## src/rtl/mdu_pkg.sv

```systemverilog
// Shared definitions for the iterative multiply/divide unit: op encodings,
// controller states and small op-decoding helpers.
package mdu_pkg;

    localparam int MDU_WIDTH = 32;

    typedef enum logic [1:0] {
        MDU_MULT  = 2'b00,
        MDU_MULTU = 2'b01,
        MDU_DIV   = 2'b10,
        MDU_DIVU  = 2'b11
    } mdu_op_e;

    typedef enum logic [1:0] {
        IDLE = 2'b00,
        RUN  = 2'b01,
        FIX  = 2'b10
    } mdu_state_e;

    function automatic logic is_div_op(input logic [1:0] op);
        return op[1];
    endfunction

    function automatic logic is_signed_op(input logic [1:0] op);
        return (op == MDU_MULT) || (op == MDU_DIV);
    endfunction

endpackage

```

## src/rtl/mdu_step.sv

```systemverilog
// One iteration of the MDU datapath: shift-add for multiply, restoring
// trial-subtract-shift for divide. Purely combinational.
module mdu_step
    import mdu_pkg::*;
#(
    parameter int WIDTH = MDU_WIDTH
) (
    input  logic             i_is_div,
    input  logic [WIDTH-1:0] i_hi,
    input  logic [WIDTH-1:0] i_lo,
    input  logic [WIDTH-1:0] i_opnd,
    output logic [WIDTH-1:0] o_hi,
    output logic [WIDTH-1:0] o_lo
);

    logic [WIDTH:0] w_sum;
    logic [WIDTH:0] w_shift;
    logic [WIDTH:0] w_diff;

    // Multiply: {hi,lo} holds the partial product over the remaining multiplier
    // bits. Divide: hi is the partial remainder, lo shifts dividend out and
    // quotient in. The extra bit in w_diff is the borrow of the trial subtract.
    // NOTE: every output gets a value on every path, so no latch is inferred.
    always_comb begin
        w_sum   = {1'b0, i_hi} + (i_lo[0] ? {1'b0, i_opnd} : '0);
        w_shift = {i_hi, i_lo[WIDTH-1]};
        w_diff  = w_shift - {1'b0, i_opnd};
        if (i_is_div) begin
            if (!w_diff[WIDTH]) begin
                o_hi = w_diff[WIDTH-1:0];
                o_lo = {i_lo[WIDTH-2:0], 1'b1};
            end else begin
                o_hi = w_shift[WIDTH-1:0];
                o_lo = {i_lo[WIDTH-2:0], 1'b0};
            end
        end else begin
            o_hi = w_sum[WIDTH:1];
            o_lo = {w_sum[0], i_lo[WIDTH-1:1]};
        end
    end

endmodule

```

## src/rtl/mdu_unit.sv

```systemverilog
// Iterative MULT/MULTU/DIV/DIVU unit with HI/LO registers and MTHI/MTLO.
// One datapath step per cycle; result and done land WIDTH+1 edges after start.
module mdu_unit
    import mdu_pkg::*;
#(
    parameter int WIDTH = MDU_WIDTH
) (
    input  logic             clk,
    input  logic             reset,
    input  logic             start,
    input  logic [1:0]       op,
    input  logic [WIDTH-1:0] a,
    input  logic [WIDTH-1:0] b,
    input  logic             mthi,
    input  logic             mtlo,
    input  logic [WIDTH-1:0] wdata,
    output logic [WIDTH-1:0] hi,
    output logic [WIDTH-1:0] lo,
    output logic             busy,
    output logic             done,
    output logic             div_by_zero
);

    localparam int CW = $clog2(WIDTH);

    mdu_state_e       r_state;
    mdu_op_e          r_op;
    logic [CW-1:0]    r_count;
    logic [WIDTH-1:0] r_acc_hi;
    logic [WIDTH-1:0] r_acc_lo;
    logic [WIDTH-1:0] r_opnd;
    logic             r_neg_q;
    logic             r_neg_r;
    logic             r_zero;
    logic [WIDTH-1:0] r_hi;
    logic [WIDTH-1:0] r_lo;
    logic             r_busy;
    logic             r_done;
    logic             r_dz;

    logic               w_in_signed;
    logic               w_in_div;
    logic               w_a_neg;
    logic               w_b_neg;
    logic [WIDTH-1:0]   w_a_abs;
    logic [WIDTH-1:0]   w_b_abs;
    logic               w_run_div;
    logic [WIDTH-1:0]   w_step_hi;
    logic [WIDTH-1:0]   w_step_lo;
    logic [2*WIDTH-1:0] w_prod;
    logic [2*WIDTH-1:0] w_prod_fix;
    logic [WIDTH-1:0]   w_quo;
    logic [WIDTH-1:0]   w_rem;

    // Operand magnitudes and sign flags are taken from the live inputs and
    // captured at start; a/b are free to change while the operation runs.
    assign w_in_signed = is_signed_op(op);
    assign w_in_div    = is_div_op(op);
    assign w_a_neg     = w_in_signed & a[WIDTH-1];
    assign w_b_neg     = w_in_signed & b[WIDTH-1];
    assign w_a_abs     = w_a_neg ? -a : a;
    assign w_b_abs     = w_b_neg ? -b : b;
    assign w_run_div   = is_div_op(r_op);

    mdu_step #(.WIDTH(WIDTH)) u_step (
        .i_is_div (w_run_div),
        .i_hi     (r_acc_hi),
        .i_lo     (r_acc_lo),
        .i_opnd   (r_opnd),
        .o_hi     (w_step_hi),
        .o_lo     (w_step_lo)
    );

    // r_neg_q doubles as the product sign flag for multiplies.
    assign w_prod     = {r_acc_hi, r_acc_lo};
    assign w_prod_fix = r_neg_q ? -w_prod : w_prod;
    assign w_quo      = r_neg_q ? -r_acc_lo : r_acc_lo;
    assign w_rem      = r_neg_r ? -r_acc_hi : r_acc_hi;

    // NOTE: all state is updated with non-blocking assignments so every
    // register samples pre-edge values regardless of statement order.
    always_ff @(posedge clk or posedge reset) begin
        if (reset) begin
            r_state  <= IDLE;
            r_op     <= MDU_MULT;
            r_count  <= '0;
            r_acc_hi <= '0;
            r_acc_lo <= '0;
            r_opnd   <= '0;
            r_neg_q  <= 1'b0;
            r_neg_r  <= 1'b0;
            r_zero   <= 1'b0;
            r_hi     <= '0;
            r_lo     <= '0;
            r_busy   <= 1'b0;
            r_done   <= 1'b0;
            r_dz     <= 1'b0;
        end else begin
            r_done <= 1'b0;
            r_dz   <= 1'b0;
            case (r_state)
                IDLE: begin
                    if (mthi) r_hi <= wdata;
                    if (mtlo) r_lo <= wdata;
                    if (start) begin
                        r_op     <= mdu_op_e'(op);
                        r_count  <= '0;
                        r_acc_hi <= '0;
                        r_acc_lo <= w_in_div ? w_a_abs : w_b_abs;
                        r_opnd   <= w_in_div ? w_b_abs : w_a_abs;
                        r_neg_q  <= w_a_neg ^ w_b_neg;
                        r_neg_r  <= w_a_neg;
                        r_zero   <= w_in_div && (b == '0);
                        r_busy   <= 1'b1;
                        r_state  <= RUN;
                    end
                end
                RUN: begin
                    r_acc_hi <= w_step_hi;
                    r_acc_lo <= w_step_lo;
                    r_count  <= r_count + CW'(1);
                    if (r_count == CW'(WIDTH - 1)) r_state <= FIX;
                end
                FIX: begin
                    if (!w_run_div) begin
                        {r_hi, r_lo} <= w_prod_fix;
                    end else if (!r_zero) begin
                        r_lo <= w_quo;
                        r_hi <= w_rem;
                    end
                    r_done  <= 1'b1;
                    r_dz    <= r_zero;
                    r_busy  <= 1'b0;
                    r_state <= IDLE;
                end
                default: begin
                    r_busy  <= 1'b0;
                    r_state <= IDLE;
                end
            endcase
        end
    end

    assign hi          = r_hi;
    assign lo          = r_lo;
    assign busy        = r_busy;
    assign done        = r_done;
    assign div_by_zero = r_dz;

endmodule

```

## config.mk

```make
export PLATFORM = sky130hd
export DESIGN_NAME = mdu_unit
export DESIGN_NICKNAME = d
export VERILOG_FILES = /design/src/rtl/mdu_pkg.sv /design/src/rtl/mdu_step.sv /design/src/rtl/mdu_unit.sv
export SDC_FILE = /design/constraint.sdc
export NUM_CORES = 1
export LEC_CHECK = 0
export CORE_MARGIN = 2
export CORE_UTILIZATION = 50
export DETAILED_ROUTE_END_ITERATION = 16
export PLACE_DENSITY_LB_ADDON = 0.1
export SYNTH_ARGS = -nofsm -noshare
export SYNTH_HDL_FRONTEND = slang
export SYNTH_SLANG_ARGS = --single-unit
```

## constraint.sdc

```tcl
create_clock -name clk -period 5.95 [get_ports clk]
set_input_delay 1.19 -clock clk [delete_from_list [all_inputs] [get_ports clk]]
set_output_delay 1.19 -clock clk [all_outputs]
set_load 0.1 [all_outputs]
```

# Word-level counts from Yosys, hierarchy flattened
# Index checks and enable logic that the tools add are counted.
[op_classes]
n_eq_ne = 9
n_addsub = 8
reduce_logical = 13
n_bitwise = 4
muxes = 33
[op_table]
columns = ["op", "n"]
rows = [
  ["$mux 32", 18],
  ["$pmux 32 s2", 4],
  ["$neg 32->32", 4],
  ["$mux 64", 1],
  ["$neg 64->64", 1],
  ["$add 32x33->33", 1],
  ["$sub 33x32->33", 1],
  ["$logic_not 32->1", 1],
  ["$pmux 5 s2", 1],
  ["$ne 2x2->1 const B", 4],
  ["$reduce_and 2->1", 4],
  ["$reduce_and 3->1", 2],
  ["$add 5x1->5 const B", 1],
  ["$eq 5x5->1 const B", 1],
  ["$mux 5", 1],
  ["$eq 2x2->1 const B", 2],
  ["$logic_not 2->1", 2],
  ["$mux 1", 4],
  ["$mux 2", 2],
  ["$pmux 2 s2", 1],
  ["$reduce_bool 2->1", 2],
  ["$ne 3x3->1 const B", 1],
  ["$and 1x1->1", 2],
  ["$eq 2x1->1 const B", 1],
  ["5 further kinds", 5],
]
[word_totals]
ff_bits = 175

# Logic depth before layout (Yosys ltp)
# Gate-level depths: netlist of the first run.
[depth]
word_depth = 7
ltp_mapped = 15
ltp_nobuf = 13

# By module
# From an unflattened synthesis of the first run, not the netlist that was laid out.
[unflattened]
cells_unflattened = 1848
area_unflattened_um2 = 14988.1
[by_module_without_submodules]
columns = ["mod", "area_per_inst_um2", "cells_per_inst", "seq_area_each_um2", "instances"]
rows = [
  ["mdu_unit", 10462.5, 1196, 4354.2, 1],
  ["mdu_step", 4525.6, 652, 0.0, 1],
]

# Least setup slack after synthesis of the first run
# Ideal clock, no wire load.
[synth_timing]
kind = "input to register"
start = "in b[4]"
end = "reg r_opnd[28]"
stages = 9
slack_ns = 2.664
t_required_ns = 5.829
arrival_ns = 3.165
cell_sequence = "or4_1 -> clkbuf_1 -> nor4_2 -> nand4_1 -> nor4_2 -> a31oi_1 -> xnor2_1 -> nand2_1 -> a22o_1"
[synth_via]
elab_chain_len = 3
[synth_rtl]
columns = ["element", "line_no", "source"]
rows = [
  ["start, declared", "mdu_unit.sv:13", "input logic [WIDTH-1:0] b,"],
  ["$neg 32->32", "mdu_unit.sv:62", "assign w_b_abs = w_b_neg ? -b : b;"],
  ["$mux 32", "mdu_unit.sv:62", ""],
  ["$mux 32", "mdu_unit.sv:110", "r_opnd <= w_in_div ? w_b_abs : w_a_abs;"],
  ["end signal, assigned", "mdu_unit.sv:110", ""],
  ["end, declared", "mdu_unit.sv:31", "logic [WIDTH-1:0] r_opnd;"],
]
# No other way between the ends.
# A chain may end at the register's enable or synchronous reset.

# Worst setup path in the final report of the first run
[layout_timing]
start = "reg r_acc_lo[0]"
end = "reg r_acc_hi[26]"
[layout_via]
elab_chain_len = 4
[layout_rtl]
columns = ["element", "line_no", "source"]
rows = [
  ["start, declared", "mdu_unit.sv:30", "logic [WIDTH-1:0] r_acc_lo;"],
  ["start signal, assigned", "mdu_unit.sv:109", "r_acc_lo <= w_in_div ? w_a_abs : w_b_abs;"],
  ["start signal, assigned", "mdu_unit.sv:120", "r_acc_lo <= w_step_lo;"],
  ["$mux 32", "mdu_step.sv:25", "w_sum = {1'b0, i_hi} + (i_lo[0] ? {1'b0, i_opnd} : '0);"],
  ["$add 32x33->33", "mdu_step.sv:25", ""],
  ["$mux 32", "mdu_step.sv:28", "if (i_is_div) begin"],
  ["$pmux 32 s2", "mdu_unit.sv:101", "case (r_state)"],
  ["end signal, assigned", "mdu_unit.sv:119", "r_acc_hi <= w_step_hi;"],
  ["end, declared", "mdu_unit.sv:29", "logic [WIDTH-1:0] r_acc_hi;"],
]
# No other way between the ends.

==> results of run 1 <==
==> Yosys cell counts (3+ instances only) <==
cell / instances
sky130_fd_sc_hd__o21a_1: 11
sky130_fd_sc_hd__a221oi_1: 4
sky130_fd_sc_hd__ha_1: 70
sky130_fd_sc_hd__nand2b_1: 26
sky130_fd_sc_hd__or3_1: 8
sky130_fd_sc_hd__nand4_1: 11
sky130_fd_sc_hd__o41ai_1: 10
sky130_fd_sc_hd__nand3_1: 33
sky130_fd_sc_hd__nand3b_1: 3
sky130_fd_sc_hd__a31oi_1: 26
sky130_fd_sc_hd__nor2b_1: 18
sky130_fd_sc_hd__and3_1: 12
sky130_fd_sc_hd__clkbuf_1: 101
sky130_fd_sc_hd__dfrtp_1: 174
sky130_fd_sc_hd__nor4_2: 6
sky130_fd_sc_hd__and2_1: 22
sky130_fd_sc_hd__nor3_1: 32
sky130_fd_sc_hd__o221ai_1: 10
sky130_fd_sc_hd__o21ai_0: 167
sky130_fd_sc_hd__o21ai_1: 10
sky130_fd_sc_hd__a22o_1: 3
sky130_fd_sc_hd__inv_1: 67
sky130_fd_sc_hd__o22ai_1: 4
sky130_fd_sc_hd__nand2_1: 205
sky130_fd_sc_hd__o21bai_1: 7
sky130_fd_sc_hd__buf_2: 7
sky130_fd_sc_hd__or2_2: 4
sky130_fd_sc_hd__o31ai_1: 36
sky130_fd_sc_hd__a211oi_1: 51
sky130_fd_sc_hd__o211ai_1: 33
sky130_fd_sc_hd__xnor2_1: 93
sky130_fd_sc_hd__nor4_1: 11
sky130_fd_sc_hd__mux2i_1: 58
sky130_fd_sc_hd__or4_1: 9
sky130_fd_sc_hd__nor2_1: 183
sky130_fd_sc_hd__a22oi_1: 20
sky130_fd_sc_hd__buf_1: 7
sky130_fd_sc_hd__o31a_1: 8
sky130_fd_sc_hd__a21boi_0: 3
sky130_fd_sc_hd__a21oi_1: 154
sky130_fd_sc_hd__xor2_1: 77
sky130_fd_sc_hd__a21o_1: 42
sky130_fd_sc_hd__o41ai_2: 3
==> layer usage <==
layer,global-route usage,wire length [microns]
met3,0.0452,3610
met5,0,0
met4,0.112,1560
met1,0.442,21800
met2,0.505,21900
==> layout make-up <==
type / count / area share
Inverter: 67 / 0.0149
Clock inverter: 14 / 0.00901
Multi-Input combinational cell: 1514 / 0.564
Clock buffer: 18 / 0.0249
Sequential cell: 174 / 0.253
Timing Repair Buffer: 187 / 0.107
Tap cell: 384 / 0.0279
==> sequential cells by signal, summed over array words and instances (netlist names) <==
signal / cells
hi: 32
lo: 32
r_acc_hi: 32
r_acc_lo: 32
r_opnd: 32
r_count: 5
r_state: 2
busy: 1
div_by_zero: 1
done: 1
r_neg_q: 1
r_neg_r: 1
r_op: 1
r_zero: 1
==> cell families (layout without fill, tap and decap cells) <==
family,count (synthesis),in the layout,share of synthesized area
xor+xnor,170,170,0.101
mux,58,58,0.0394
simple gates,594,594,0.188
buf+inv,183,286,0.0475
compound gates,620,620,0.266
flops,174,174,0.296
fa+ha+maj,72,72,0.0622
==> path summary, 6_finish.rpt <==
path                            slack, ns         from           end
worst max register to register       1.98  r_acc_lo[0]  r_acc_hi[26]
max in group asynchronous            3.73        reset    r_opnd[20]
worst min-delay path                 0.47       hi[18]        hi[18]
worst max-delay path                 1.98  r_acc_lo[0]  r_acc_hi[26]
min in group asynchronous            1.22        reset        lo[10]
worst min register to register       0.47       hi[18]        hi[18]
==> power by group through the flow <==
| stage | Sequential [mW] | Combinational (mW) | Clock, mW |
|---|---|---|---|
| after floorplan | 3.69 | 4.89 | 0 |
| final | 2.56 | 8.25 | 1.16 |
| after global routing | 2.62 | 8.93 | 1.22 |
| after global placement | 2.52 | 8.07 | 0 |
| after detailed placement | 2.54 | 8.16 | 0 |
| after CTS | 2.52 | 8.19 | 1.17 |
==> critical path, delay by kind of cell (launching register included) <==
family	cells	cell delay, ns
fa+ha+maj	1	0.37
buf+inv	2	0.45
simple gates	1	0.09
xor+xnor	1	0.19
compound gates	8	2.19
flops	1	0.49
==> metrics by stage <==
stage | power [mW] | cells | util | area, sq um | hold slack [ns]
floorplan | 8.59 | 1871 | - | 14700 | 0.449
global placement | 10.6 | 2326 | 0.577 | 16600 | 0.462
detailed placement | 10.7 | 2326 | 0.577 | 16600 | 0.465
CTS | 11.9 | 2358 | 0.597 | 17200 | 0.481
global route | 12.8 | 2358 | 0.597 | 17200 | 0.499
finish | 12.0 | 2358 | 0.597 | 17200 | 0.475
==> impl_metrics.toml, run 1 <==
[finish]
fillCellCount = 2635
n_antenna_cell = 0
sequential_cell_area_sq_um = 4360
multiInputGateArea_sq_um = 9710
fin_nets = 2136
layout-area-overhead-vs-synth_pct = 17.0
most_common_cell_after_layout_fill_and_taps_aside = "sky130_fd_sc_hd__nand2_1"
drive_gt1_frac = 0.0420
final_cell_mix = "sky130_fd_sc_hd__nand2_1 (204), sky130_fd_sc_hd__nor2_1 (182), sky130_fd_sc_hd__dfrtp_1 (173)"

[route]
drc = 0
wirelength_microns = 48900
drt_antenna_net_count = 0
wire_per_inst_microns = 20.7
dr_total_vias = 14300
dr.pass1.iters = 5
detail_route.vias_per_cell = 6.07
initialDrtViolationCount = 1349

[synthesis]
synth_top_area_share = 0.296
netlist_instances = 1871
total_standard_cell_area_after_synthesis_sq_um = 14700
yosys_register_bits = 174
synth-main-ff-cell = "sky130_fd_sc_hd__dfrtp_1"
synth_nets = 2046
yosys-top-cells-area = "sky130_fd_sc_hd__dfrtp_1 (30%), sky130_fd_sc_hd__ha_1 (5.9%), sky130_fd_sc_hd__o21ai_0 (5.7%)"
synth_cell_types = 69
syn_avg_cell_area_sq_um = 7.87
number_of_synthesized_flops_with_an_enable_pin = 0
synth_sequential_area_ratio = 0.296
synthesis.yosys.warnings = 0
synth.largest_area_cell = "sky130_fd_sc_hd__dfrtp_1"
async_flop_share = 1.00

[power]
share_of_total_power_in_combinational_logic = 0.689
power_density_over_cell_area_nw_per_um2 = 694
power.sequential.fraction = 0.214
power.net_switching_mw = 6.64
cell_internal_pwr_mw = 5.33
power.leakage_nw = 7.34
clock_network_fraction_of_total_power = 0.097
vdd_ir_drop_max_mv = 0.413
sw_frac_of_total = 0.555

[timing]
fmax_mhz = 252
worst_slack_ns = 1.98
tightest_slew_ns = 1.19
timing.setup.tns_ns = 0
grt_setup_unrepaired = "false"
timing_max_transition_violations_final = 0
final_period_minus_worst_setup_slack_ns = 3.97
slew_headroom = 0.201
period_utilisation_layout = 0.668
clock_skew_ns = 0.0156
setup_viol = 0
final-hold-violation-count = 0

[critical_path]
start_kind = "flop"
critical_path.cell_chain = "inv_1, buf_4, nor2_1, ha_1, a21oi_1, o211ai_1, a21oi_1, a21oi_1, o41ai_2, o21ai_0, a221oi_1, xor2_1, o211ai_1"
path_class = "flop to flop"
rr_worst_depth = 13
critical_path.max_stage_delay_ns = 0.60
crit_path_max_fanout = 30
cpMaxStageDelayCell = "sky130_fd_sc_hd__o41ai_2"
critPathArrivalTime_ns = 4.27
worst_ep_required_time_ns = 6.25
crit_top_cell = "sky130_fd_sc_hd__a21oi_1"
end_kind = "flop"

[worst_hold_path]
hold_path_class = "flop to flop"
hold_path_depth = 2

[floorplanning]
area_enclosed_by_the_die_boundary_sq_um = 30800
die_height_microns = 176
core-area_sq_um = 28900
num_rows = 62
initial_utilization = 0.510
dieWidth_microns = 176
num_io_pins = 170

[placed_design]
hpwl_microns = 37900
io_buffer_count = 169
pre_cts_slack_ns = 1.71
globalplace.congestion = 0.960

[clock_network]
tritoncts = "yes"
hold_buffers = 0
clkSinkCount = 174
clock_tree.root_cell = "sky130_fd_sc_hd__clkbuf_16"
cts-buffers-inserted = 17
postCtsSetupBuffers = 0
skew_pair_late_insertion_delay_ns = 0.45
cts.repair.resized = 0
cts.htree.levels = 4
clkTransAtPathRegs_ns = 0.07
max-clock-path-buffers = 2

[run]
maxCapViolations = 0

[global_routing]
grt_overflow = 0
gr_usage_total = 0.317
grt_max_degree = 102
grt_pass1_wl_microns = 75600
grt_antenna_before_repair = 0
first_global_vias = 13200

[run_status]
outcome = "completed"
(Power assumes the default switching activity.)
==> run 2: changes to the inputs <==
==> constraint.sdc (replaced) <==
create_clock -name clk -period 3.5 [get_ports clk]
set_input_delay 0.7 -clock clk [delete_from_list [all_inputs] [get_ports clk]]
set_output_delay 0.7 -clock clk [all_outputs]
set_load 0.1 [all_outputs]
==> run 2 against run 1 <==
Effect of this change: final cell count rose by 3.8%; count of clock-buffer cells in the layout fell by 1; critical path type unchanged; design area rose by 4.6%; clock skew fell by 0.0024 ns; global-route usage rose by 0.71 points; wire length rose by 2.8%; via count rose by 2.6%; combinational power rose by 90%; maximum frequency rose by 19%; sequential power rose by 61%; non-clock buffer count rose by 89.
==> impl_metrics.toml, run 2 (synthesis gave the netlist of run 1 again) <==
[run]
maxCapViolations = 0

[global_routing]
first_global_vias = 13900
grt_antenna_before_repair = 0
grt_max_degree = 98
gr_usage_total = 0.324
grt_overflow = 0
grt_pass1_wl_microns = 77600

[clock_network]
hold_buffers = 0
cts.htree.levels = 4
clock_tree.root_cell = "sky130_fd_sc_hd__clkbuf_16"
clkTransAtPathRegs_ns = 0.08
max-clock-path-buffers = 2
cts-buffers-inserted = 17
clkSinkCount = 174
tritoncts = "yes"
skew_pair_late_insertion_delay_ns = 0.46

[critical_path]
critical_path_buf_inv_count = 4
worstReg2RegEnd = "r_acc_hi[3]"
critical_path.cell_chain = "inv_1, ha_1, fa_1, nand2b_1, a211oi_1, buf_4, o211ai_1, nand4_1, a41oi_2, xnor2_2, buf_12, buf_12, mux2i_2, nor2_1, a221o_1"
worst_r2r_startpoint = "r_acc_lo[31]"
crit_top_cell = "sky130_fd_sc_hd__buf_12"
critical_path.max_stage_delay_ns = 0.40
crit_path_start = "r_acc_lo[31]"
start_kind = "flop"
cpMaxStageDelayCell = "sky130_fd_sc_hd__fa_1"
rr_worst_depth = 15
crit_path_max_fanout = 7
critPathTopFamily = "compound AO/OA/AOI/OAI gates"
critPathArrivalTime_ns = 3.68
end_kind = "flop"
path_class = "flop to flop"
worst_ep_required_time_ns = 3.84
worst-r2r-setup-slack_ns = 0.16

[route]
dr_wl_met3_microns = 4030
highest-signal-layer = "met4"
dr.pass1.iters = 6
dr_total_vias = 14700
met2WireLength_microns = 22800
drc = 0
drt_antenna_net_count = 0
initialDrtViolationCount = 1318
wire_per_inst_microns = 20.5
wirelength_microns = 50200
route.layer.met1.wl_microns = 21700
detail_route.vias_per_cell = 6.00

[placed_design]
globalplace.congestion = 0.955
pre_cts_slack_ns = 0.0816
io_buffer_count = 169
placement.cell_area_sq_um = 17300
hpwl_microns = 39700

[timing]
worst_case_hold_slack_ns = 0.476
clock_skew_ns = 0.0131
final-hold-violation-count = 0
timing_max_transition_violations_final = 0
tightest_slew_ns = 1.01
period_utilisation_layout = 0.954
final_period_minus_worst_setup_slack_ns = 3.34
worst_slack_ns = 0.160
slew_headroom = 0.327
setup_viol = 0
fmax_mhz = 299

[finish]
fillCellCount = 2638
fin_area_sq_um = 18000
n_antenna_cell = 0
fin_nets = 2225
multiInputGateArea_sq_um = 9730
drive_gt1_frac = 0.0877
most_common_cell_after_layout_fill_and_taps_aside = "sky130_fd_sc_hd__nand2_1"
layout-area-overhead-vs-synth_pct = 22.4
sequential_cell_area_sq_um = 4360
final_cell_mix = "sky130_fd_sc_hd__nand2_1 (204), sky130_fd_sc_hd__nor2_1 (182), sky130_fd_sc_hd__dfrtp_1 (173)"
final_core_occ = 0.624

[power]
power_density_over_cell_area_nw_per_um2 = 1210
vdd_ir_drop_max_mv = 0.510
cell_internal_pwr_mw = 9.97
sw_frac_of_total = 0.542
power.net_switching_mw = 11.8
clock_network_fraction_of_total_power = 0.087
power.sequential.fraction = 0.189
power.leakage_nw = 7.83
share_of_total_power_in_combinational_logic = 0.723
fin_total_pwr_mw = 21.8

[worst_hold_path]
hold_path_depth = 1
hold_path_end = "lo[21]"
worst_hold_startpoint = "lo[21]"
hold_path_class = "flop to flop"

[floorplanning]
initial_utilization = 0.510
area_enclosed_by_the_die_boundary_sq_um = 30800
dieWidth_microns = 176
die_height_microns = 176
num_io_pins = 170
core-area_sq_um = 28900
num_rows = 62

[run_status]
outcome = "completed"
run 2: cell types whose count changed in the layout (fill, tap and decap cells not counted), sizes merged:
cell           delta
clkinv            +3
buf              +93
bufinv            -2
clkdlybuf4s50     -5
run 2: area by class of cell:
class,instances,share of cell area
Timing Repair Buffer,276,0.146
Multi-Input combinational cell,1514,0.540
Tap cell,384,0.0267
Sequential cell,174,0.242
Clock buffer,17,0.0236
Clock inverter,15,0.00826
Inverter,67,0.0142
run 2: timing repair:
| action | 4_1_cts | 5_1_grt |
|---|---|---|
| resized for setup | 0 | 4 |
| hold endpoints to repair | 0 | 0 |
| setup endpoints to repair | 0 | 8 |
| setup buffers | 0 | 13 |
run 2: worst max path at each step:
stage	slack, ns	cells after the start	end
2_1_floorplan	0.30	14	r_acc_hi[26]
3_3_place_gp	0.11	11	r_acc_lo[21]
3_5_place_dp	0.08	11	r_acc_lo[21]
4_1_cts	0.21	14	r_acc_hi[26]
5_1_grt	-0.01	15	r_acc_hi[3]
6_report	0.16	15	r_acc_hi[3]
run 2: power groups by stage:
stage               sequential [mW]  combinational (mW)  clock [mW]
finish                         4.12                15.7        1.90
global route                   4.23                16.9        2.01
CTS                            4.06                14.9        1.91
detailed placement             4.10                14.9           0
global placement               4.07                14.7           0
floorplan                      6.28                8.32           0
run 2: per-layer routing:
metal  track usage  vias to the layer above
met2         0.524                      608
met4         0.116                        0
met3        0.0513                       84
met5             0                        -
met1         0.442                     6924
li1              -                     7062
run 2: per-stage QoR:
stage	setup TNS [ns]	std cells
final	0	2447
after global routing	-0.0267	2447
after CTS	0	2433
after detailed placement	0	2401
after global placement	0	2401
after floorplan	0	1871
